## config.mk

```make
export PLATFORM = sky130hd
export DESIGN_NAME = mux_choose_signal
export DESIGN_NICKNAME = d
export VERILOG_FILES = /design/src/rtl/mips_pkg.sv /design/src/rtl/imm_extender.sv /design/src/rtl/mux_choose_signal.sv
export SDC_FILE = /design/constraint.sdc
export NUM_CORES = 1
export LEC_CHECK = 0
export CORE_MARGIN = 10
export CORE_UTILIZATION = 44
export CTS_CLUSTER_DIAMETER = 50
export DETAILED_ROUTE_END_ITERATION = 10
export PLACE_DENSITY = 0.9
export SLEW_MARGIN = 20
export SYNTH_ARGS = -nofsm -noshare
export SYNTH_HDL_FRONTEND = slang
export SYNTH_SLANG_ARGS = --single-unit
export TNS_END_PERCENT = 10
```

## constraint.sdc

```tcl
create_clock -name clk -period 0.8 [get_ports clk]
set_input_delay 0.16 -clock clk [delete_from_list [all_inputs] [get_ports clk]]
set_output_delay 0.16 -clock clk [all_outputs]
set_load 0.05 [all_outputs]
```

## src/rtl/mips_pkg.sv

```systemverilog
// Shared MIPS datapath definitions: select encodings, handler addresses and the
// registered result payload of the datapath select block.
package mips_pkg;

   localparam int unsigned XLEN     = 32;
   localparam int unsigned REG_AW   = 5;
   localparam int unsigned IMM_W    = 16;
   localparam int unsigned PCSRC_W  = 3;
   localparam int unsigned REGDST_W = 2;
   localparam int unsigned WBSEL_W  = 2;

   localparam logic [XLEN-1:0]   ILLOP_ADDR = 32'h8000_0004;
   localparam logic [XLEN-1:0]   XADR_ADDR  = 32'h8000_0008;
   localparam logic [REG_AW-1:0] RA_REG     = 5'd31;
   localparam logic [REG_AW-1:0] XP_REG     = 5'd26;

   typedef enum logic [PCSRC_W-1:0] {
      PC_NEXT   = 3'd0,
      PC_BRANCH = 3'd1,
      PC_JUMP   = 3'd2,
      PC_JR     = 3'd3,
      PC_ILLOP  = 3'd4,
      PC_XADR   = 3'd5
   } pc_sel_e;

   typedef enum logic [REGDST_W-1:0] {
      RD_RD = 2'd0,
      RD_RT = 2'd1,
      RD_RA = 2'd2,
      RD_XP = 2'd3
   } reg_dst_e;

   typedef enum logic [WBSEL_W-1:0] {
      WB_ALU = 2'd0,
      WB_MEM = 2'd1,
      WB_PC4 = 2'd2,
      WB_PC  = 2'd3
   } wb_sel_e;

   typedef struct packed {
      logic [XLEN-1:0] alu_a;
      logic [XLEN-1:0] alu_b;
      logic [XLEN-1:0] next_pc;
      logic [XLEN-1:0] wr_reg;
      logic [XLEN-1:0] wb_data;
   } sel_result_t;

endpackage

```

## src/rtl/imm_extender.sv

```systemverilog
// 16-bit immediate extension: zero-, sign- or load-upper form; LUOp wins over EXTOp.
module imm_extender
   import mips_pkg::*;
(
   input  logic [IMM_W-1:0] i_imm16,
   input  logic             i_ext_op,
   input  logic             i_lu_op,
   output logic [XLEN-1:0]  o_ext_c
);

   always_comb begin
      o_ext_c = {16'h0, i_imm16};
      if (i_lu_op)
         o_ext_c = {i_imm16, 16'h0};
      else if (i_ext_op)
         o_ext_c = {{16{i_imm16[IMM_W-1]}}, i_imm16};
   end

endmodule

```

## src/rtl/mux_choose_signal.sv

```systemverilog
// Datapath select block: ALU operands, next PC, write register and write-back
// data, all registered one cycle after the selects are applied.
module mux_choose_signal
   import mips_pkg::*;
(
   input  logic                clk,
   input  logic                reset,
   input  logic [PCSRC_W-1:0]  PCSrc,
   input  logic [REGDST_W-1:0] RegDst,
   input  logic                ALUSrc1,
   input  logic                ALUSrc2,
   input  logic [WBSEL_W-1:0]  MemToReg,
   input  logic                EXTOp,
   input  logic                LUOp,
   input  logic [XLEN-1:0]     instruction,
   input  logic [XLEN-1:0]     DataBusA,
   input  logic [XLEN-1:0]     DataBusB,
   input  logic [XLEN-1:0]     ALUOUT,
   input  logic [XLEN-1:0]     ReadData,
   input  logic [XLEN-1:0]     PC,
   output logic [XLEN-1:0]     RESULT_ALUSrc1,
   output logic [XLEN-1:0]     RESULT_ALUSrc2,
   output logic [XLEN-1:0]     RESULT_PCSrc,
   output logic [XLEN-1:0]     RESULT_RegDst,
   output logic [XLEN-1:0]     RESULT_MemToReg
);

   logic [IMM_W-1:0]  w_imm16;
   logic [REG_AW-1:0] w_rs_unused_fld;
   logic [REG_AW-1:0] w_rt;
   logic [REG_AW-1:0] w_rd;
   logic [REG_AW-1:0] w_shamt;
   logic [5:0]        w_unused_op;
   logic [XLEN-1:0]   w_ext;
   logic [XLEN-1:0]   w_imm_sext;
   logic [XLEN-1:0]   w_pc4;
   logic [XLEN-1:0]   w_br;
   logic [XLEN-1:0]   w_jt;
   sel_result_t       w_next;
   sel_result_t       r_result;

   assign w_unused_op     = instruction[31:26];
   assign w_rs_unused_fld = instruction[25:21];
   assign w_rt            = instruction[20:16];
   assign w_rd            = instruction[15:11];
   assign w_shamt         = instruction[10:6];
   assign w_imm16         = instruction[15:0];

   imm_extender u_imm_extender (
      .i_imm16  (w_imm16),
      .i_ext_op (EXTOp),
      .i_lu_op  (LUOp),
      .o_ext_c  (w_ext)
   );

   // Branch offsets are always sign-extended, independent of EXTOp/LUOp.
   assign w_imm_sext = {{16{w_imm16[IMM_W-1]}}, w_imm16};
   assign w_pc4      = PC + 32'd4;
   assign w_br       = w_pc4 + (w_imm_sext << 2);
   assign w_jt       = {w_pc4[31:28], instruction[25:0], 2'b00};

   always_comb begin
      w_next = '0;

      w_next.alu_a = ALUSrc1 ? {27'b0, w_shamt} : DataBusA;
      w_next.alu_b = ALUSrc2 ? w_ext : DataBusB;

      // Unused encodings 6/7 fall back to sequential fetch.
      case (PCSrc)
         PC_NEXT:   w_next.next_pc = w_pc4;
         PC_BRANCH: w_next.next_pc = w_br;
         PC_JUMP:   w_next.next_pc = w_jt;
         PC_JR:     w_next.next_pc = DataBusA;
         PC_ILLOP:  w_next.next_pc = ILLOP_ADDR;
         PC_XADR:   w_next.next_pc = XADR_ADDR;
         default:   w_next.next_pc = w_pc4;
      endcase

      case (RegDst)
         RD_RD:   w_next.wr_reg = {27'b0, w_rd};
         RD_RT:   w_next.wr_reg = {27'b0, w_rt};
         RD_RA:   w_next.wr_reg = {27'b0, RA_REG};
         default: w_next.wr_reg = {27'b0, XP_REG};
      endcase

      case (MemToReg)
         WB_ALU:  w_next.wb_data = ALUOUT;
         WB_MEM:  w_next.wb_data = ReadData;
         WB_PC4:  w_next.wb_data = w_pc4;
         default: w_next.wb_data = PC;
      endcase
   end

   always_ff @(posedge clk or negedge reset) begin
      if (!reset)
         r_result <= '0;
      else
         r_result <= w_next;
   end

   assign RESULT_ALUSrc1  = r_result.alu_a;
   assign RESULT_ALUSrc2  = r_result.alu_b;
   assign RESULT_PCSrc    = r_result.next_pc;
   assign RESULT_RegDst   = r_result.wr_reg;
   assign RESULT_MemToReg = r_result.wb_data;

endmodule

```

==> impl_metrics.ini, run 1 <==
[placed_design]
gp_congestion = 1.01
dp_hpwl_um = 34700
portBuffers = 331
pre_cts_ws_ns = -3.03
placed_cell_area_mm2 = 0.0157

[synthesis]
synth_area_leaders = dfrtp_1 (38%), ha_1 (4.8%), o21ai_0 (4.6%)
avgSynthCellArea_um2 = 8.95
syn_area_mm2 = 0.00880
synth_warnings = 0
synth_top_area_share = 0.378
yosys_register_bits = 133
seq_area_frac_synth = 0.378
synth_edf_count = 0
syn_inst = 983
ys_types = 71
synth_ff_type = dfrtp_1
yosysTopAreaCell = dfrtp_1
async_reset_ff_frac = 1.00

[status]
status = did not finish
error_message = [ERROR GRT-0232] Routing congestion too high. Check the congestion heatmap in the GUI.
haltStage = 5_1_grt

[clock_network]
cts_buffer_depth = 2
h-tree-depth = 4
clkSinkCount = 133
numCtsBuffers = 17
clockRootBuffer = clkbuf_16

[floorplanning]
initial_core_util = 0.449
pin_count = 365
die_y_um = 161
placementRows = 51
die_x_um = 161

[timing]
crit_endpoint = RESULT_PCSrc[27]$_DFF_PN0_/D
worstEpCategory = register data pin

[grt]
grt_max_degree = 48
antenna_found_initial = 25
gr-usage-all-layers = 0.728
gr-total-overflow = 70
routing by layer:
layer  global-route usage  overflow
met5                0.298         0
met3                0.653         4
met1                0.700         1
met4                0.708        38
met2                0.867        27
cell usage after synthesis (8+ instances only):
master and number:
dfrtp_1 133, nand2_1 101, o21ai_0 80, a21oi_1 66, nor2_1 57, inv_1 43, nor2b_1 41, xor2_1 38
xnor2_1 37, clkbuf_1 35, ha_1 34, mux2i_1 33, buf_4 28, nand3_1 25, mux2_2 20, a22oi_1 17
nand3b_1 16, nor3_1 14, buf_1 12, o221ai_1 12, a21o_1 11, a211oi_1 10, and3_1 10, o211ai_1 9
nand4_1 8
kinds of logic after synthesis:
kind of cell               share of synthesized area
AOI/OAI and AO/OA                              0.182
xor gates and xnor gates                      0.0797
adders and majority gates                     0.0506
buffers and inverters                         0.0660
DFF                                            0.378
muxes                                         0.0683
other                                       0.000426
and+or+nand+nor                                0.174
metrics by stage:
step	setup TNS [ns]	std cells
after floorplan	-80.56	1009
after global placement	-152.59	1782
after detailed placement	-161.35	1782
after CTS	-118.69	1858
repair_timing:
item / CTS
hold endpoints to repair: 133
setup endpoints to repair: 255
pin swaps: 123
setup buffers: 49
gates resized for setup: 282
hold buffers: 1
==> run 2: changes to the inputs <==
--- a/config.mk
+++ b/config.mk
@@ -6,10 +6,9 @@
 export NUM_CORES = 1
 export LEC_CHECK = 0
 export CORE_MARGIN = 10
-export CORE_UTILIZATION = 44
-export CTS_CLUSTER_DIAMETER = 50
+export CORE_UTILIZATION = 37
 export DETAILED_ROUTE_END_ITERATION = 10
-export PLACE_DENSITY = 0.9
+export PLACE_DENSITY_LB_ADDON = 0.15
 export SLEW_MARGIN = 20
 export SYNTH_ARGS = -nofsm -noshare
 export SYNTH_HDL_FRONTEND = slang
==> run 2 against run 1 <==
The flow now finishes, with violations (setup timing); synthesized cell count unchanged; area after synthesis unchanged.
==> impl_metrics.ini, run 2 <==
[synthesis]
yosysMostFrequentCell = dfrtp_1
avgSynthCellArea_um2 = 8.95
synth_commonest_cells = dfrtp_1 (133), nand2_1 (101), o21ai_0 (80)
synth_warnings = 0
synth_ff_type = dfrtp_1
ys_types = 71
async_reset_ff_frac = 1.00
yosysTopAreaCell = dfrtp_1
yosys_register_bits = 133
synth_top_area_share = 0.378
synth_edf_count = 0
synth_area_leaders = dfrtp_1 (38%), ha_1 (4.8%), o21ai_0 (4.6%)
syn_inst = 983
syn_area_mm2 = 0.00880
seq_area_frac_synth = 0.378

[timing]
hold_violations = 0
period_share = 3.53
rsz0062_at_grt = yes
fin_ws_ns = -2.02
min_period_ns = 2.82
fmax_ghz = 0.354
setup_viol = 209
drv_slew = 0

[power]
power_density_mw_per_mm2 = 1580
power_uw = 28300
vdd_drop_max_mv = 1.52
p_leak_uw = 0.00811

[layout]
fin_util = 0.766
final_cell_mix = buf_4 (270), clkdlybuf4s50_1 (162), buf_12 (145), dfrtp_1 (133), nand2_1 (94)
final_layout_size_suffix_gt1_frac = 0.433
finalNetCount = 1836
area_growth_pct = 104
layout_commonest_cell = buf_4

[clock_network]
cts_buffer_depth = 2
cts.clk_slew.worst_paths_ns = 0.07
clockRootBuffer = clkbuf_16
numCtsBuffers = 17
clkSinkCount = 133
cts_tree = yes
h-tree-depth = 4

[placed_design]
portBuffers = 331
dp_hpwl_um = 31000
gp_congestion = 0.889

[hold_path]
min_path_type = in2reg
holdPathStages = 3

[floorplanning]
pin_count = 365
initial_core_util = 0.376
core_area_mm2 = 0.0234
die_x_um = 174
die_y_um = 174
placementRows = 56
die-area_mm2 = 0.0303

[status]
status = finished with violations
violations = setup timing

[setup_path]
crit_path_end_kind = flip-flop
worstSetupPathType = in2reg
cp_data_arrival_time_ns = 3.11
crit_path_max_fanout = 4
slowest_delay_ns = 0.41
cp.depth = 15
critPathBufInv = 2
path_cells = buf_8 > nand3_4 > or3_4 > buf_6 > nor4_4 > xor2_1 > ha_1 > a21oi_2 > o21bai_1 > a41o_1 > a21oi_2 > o221ai_2 > a311oi_2 > xor2_1 > o221ai_1
required_ns = 1.09
cp-start-kind = input port
slowest_stage = or3_4
cp_top_family = compound AO/OA/AOI/OAI gates

[routing]
wl_um = 38800
routedWlPerCell_um = 20.1
remaining_drc_errors = 0
drt_first_pass_iters = 5
ant_nets = 0
via_per_inst = 5.07
dr_wl_met2_um = 18500
vias = 9794
drt_iter0_drc = 614
met1_length_um = 16700
top_layer_used = met5
met3_length_um = 2910

[grt]
gr-usage-all-layers = 0.245
gr-total-overflow = 0
grt_pass1_wl_um = 58800
antenna_found_initial = 2
grt_pass1_vias = 10361
grt_max_degree = 46

[run]
maxCapViolCount = 0
## run 2: final timing paths
path                                           endpoint         from
max                          RESULT_PCSrc[30]$_DFF_PN0_        PC[4]
max in group asynchronous  RESULT_ALUSrc1[29]$_DFF_PN0_        reset
min in group asynchronous  RESULT_ALUSrc2[13]$_DFF_PN0_        reset
min                        RESULT_MemToReg[4]$_DFF_PN0_  MemToReg[1]
## run 2: kinds of logic after synthesis
family	after synthesis	synth area share
multiplexers	55	0.0683
XOR/XNOR	77	0.0797
other	1	0.000426
adder cells (fa/ha/maj)	35	0.0506
AO/OA/AOI/OAI	255	0.182
flip-flops	133	0.378
buffers and inverters	123	0.0660
AND/OR/NAND/NOR	304	0.174
## run 2: cell type report
class,instances,area (um2)
Sequential cell,133,3330
Fill cell,1635,5470
Tap cell,319,399
Antenna cell,2,5.00
Clock inverter,15,205
Multi-Input combinational cell,753,6160
Inverter,44,171
Timing Repair Buffer,647,7240
Clock buffer,17,425
## run 2: per-layer routing
metal,track usage,vias up
met2,0.410,393
met5,0,-
met4,0.0648,2
met3,0.0726,41
li1,-,4634
met1,0.302,4724
## run 2: what timing repair did
item                                    4_1_cts  5_1_grt
endpoints found under the hold margin       133        0
setup buffers                                32       12
endpoints found under the setup margin      235      228
pin swaps                                   114       88
hold buffers                                  1        0
gates resized for setup                     220       86
## run 2: stage by stage
stage	hold WS [ns]	cell area, um2	cells	TNS, ns	setup slack [ns]
6_report	0.134	17900	1930	-113.34	-2.02
5_1_grt	0.154	17900	1929	-122.65	-2.18
4_1_cts	0.134	17400	1918	-115.83	-2.04
3_5_place_dp	0.172	15900	1856	-158.14	-3.05
3_3_place_gp	0.165	15900	1856	-156.17	-3.00
2_1_floorplan	-0.136	9150	1009	-80.56	-2.26
## run 2: where the power goes
| group | internal, uW | leakage, uW | switching (uW) | total (uW) |
|---|---|---|---|---|
| combinational | 5940 | 0.00618 | 6010 | 11900 |
| clock | 4800 | 0.000305 | 3760 | 8560 |
| sequential | 7290 | 0.00162 | 489 | 7780 |
| total | 18000 | 0.00811 | 10300 | 28300 |
Note: power is estimated with default switching activity, not from simulation.
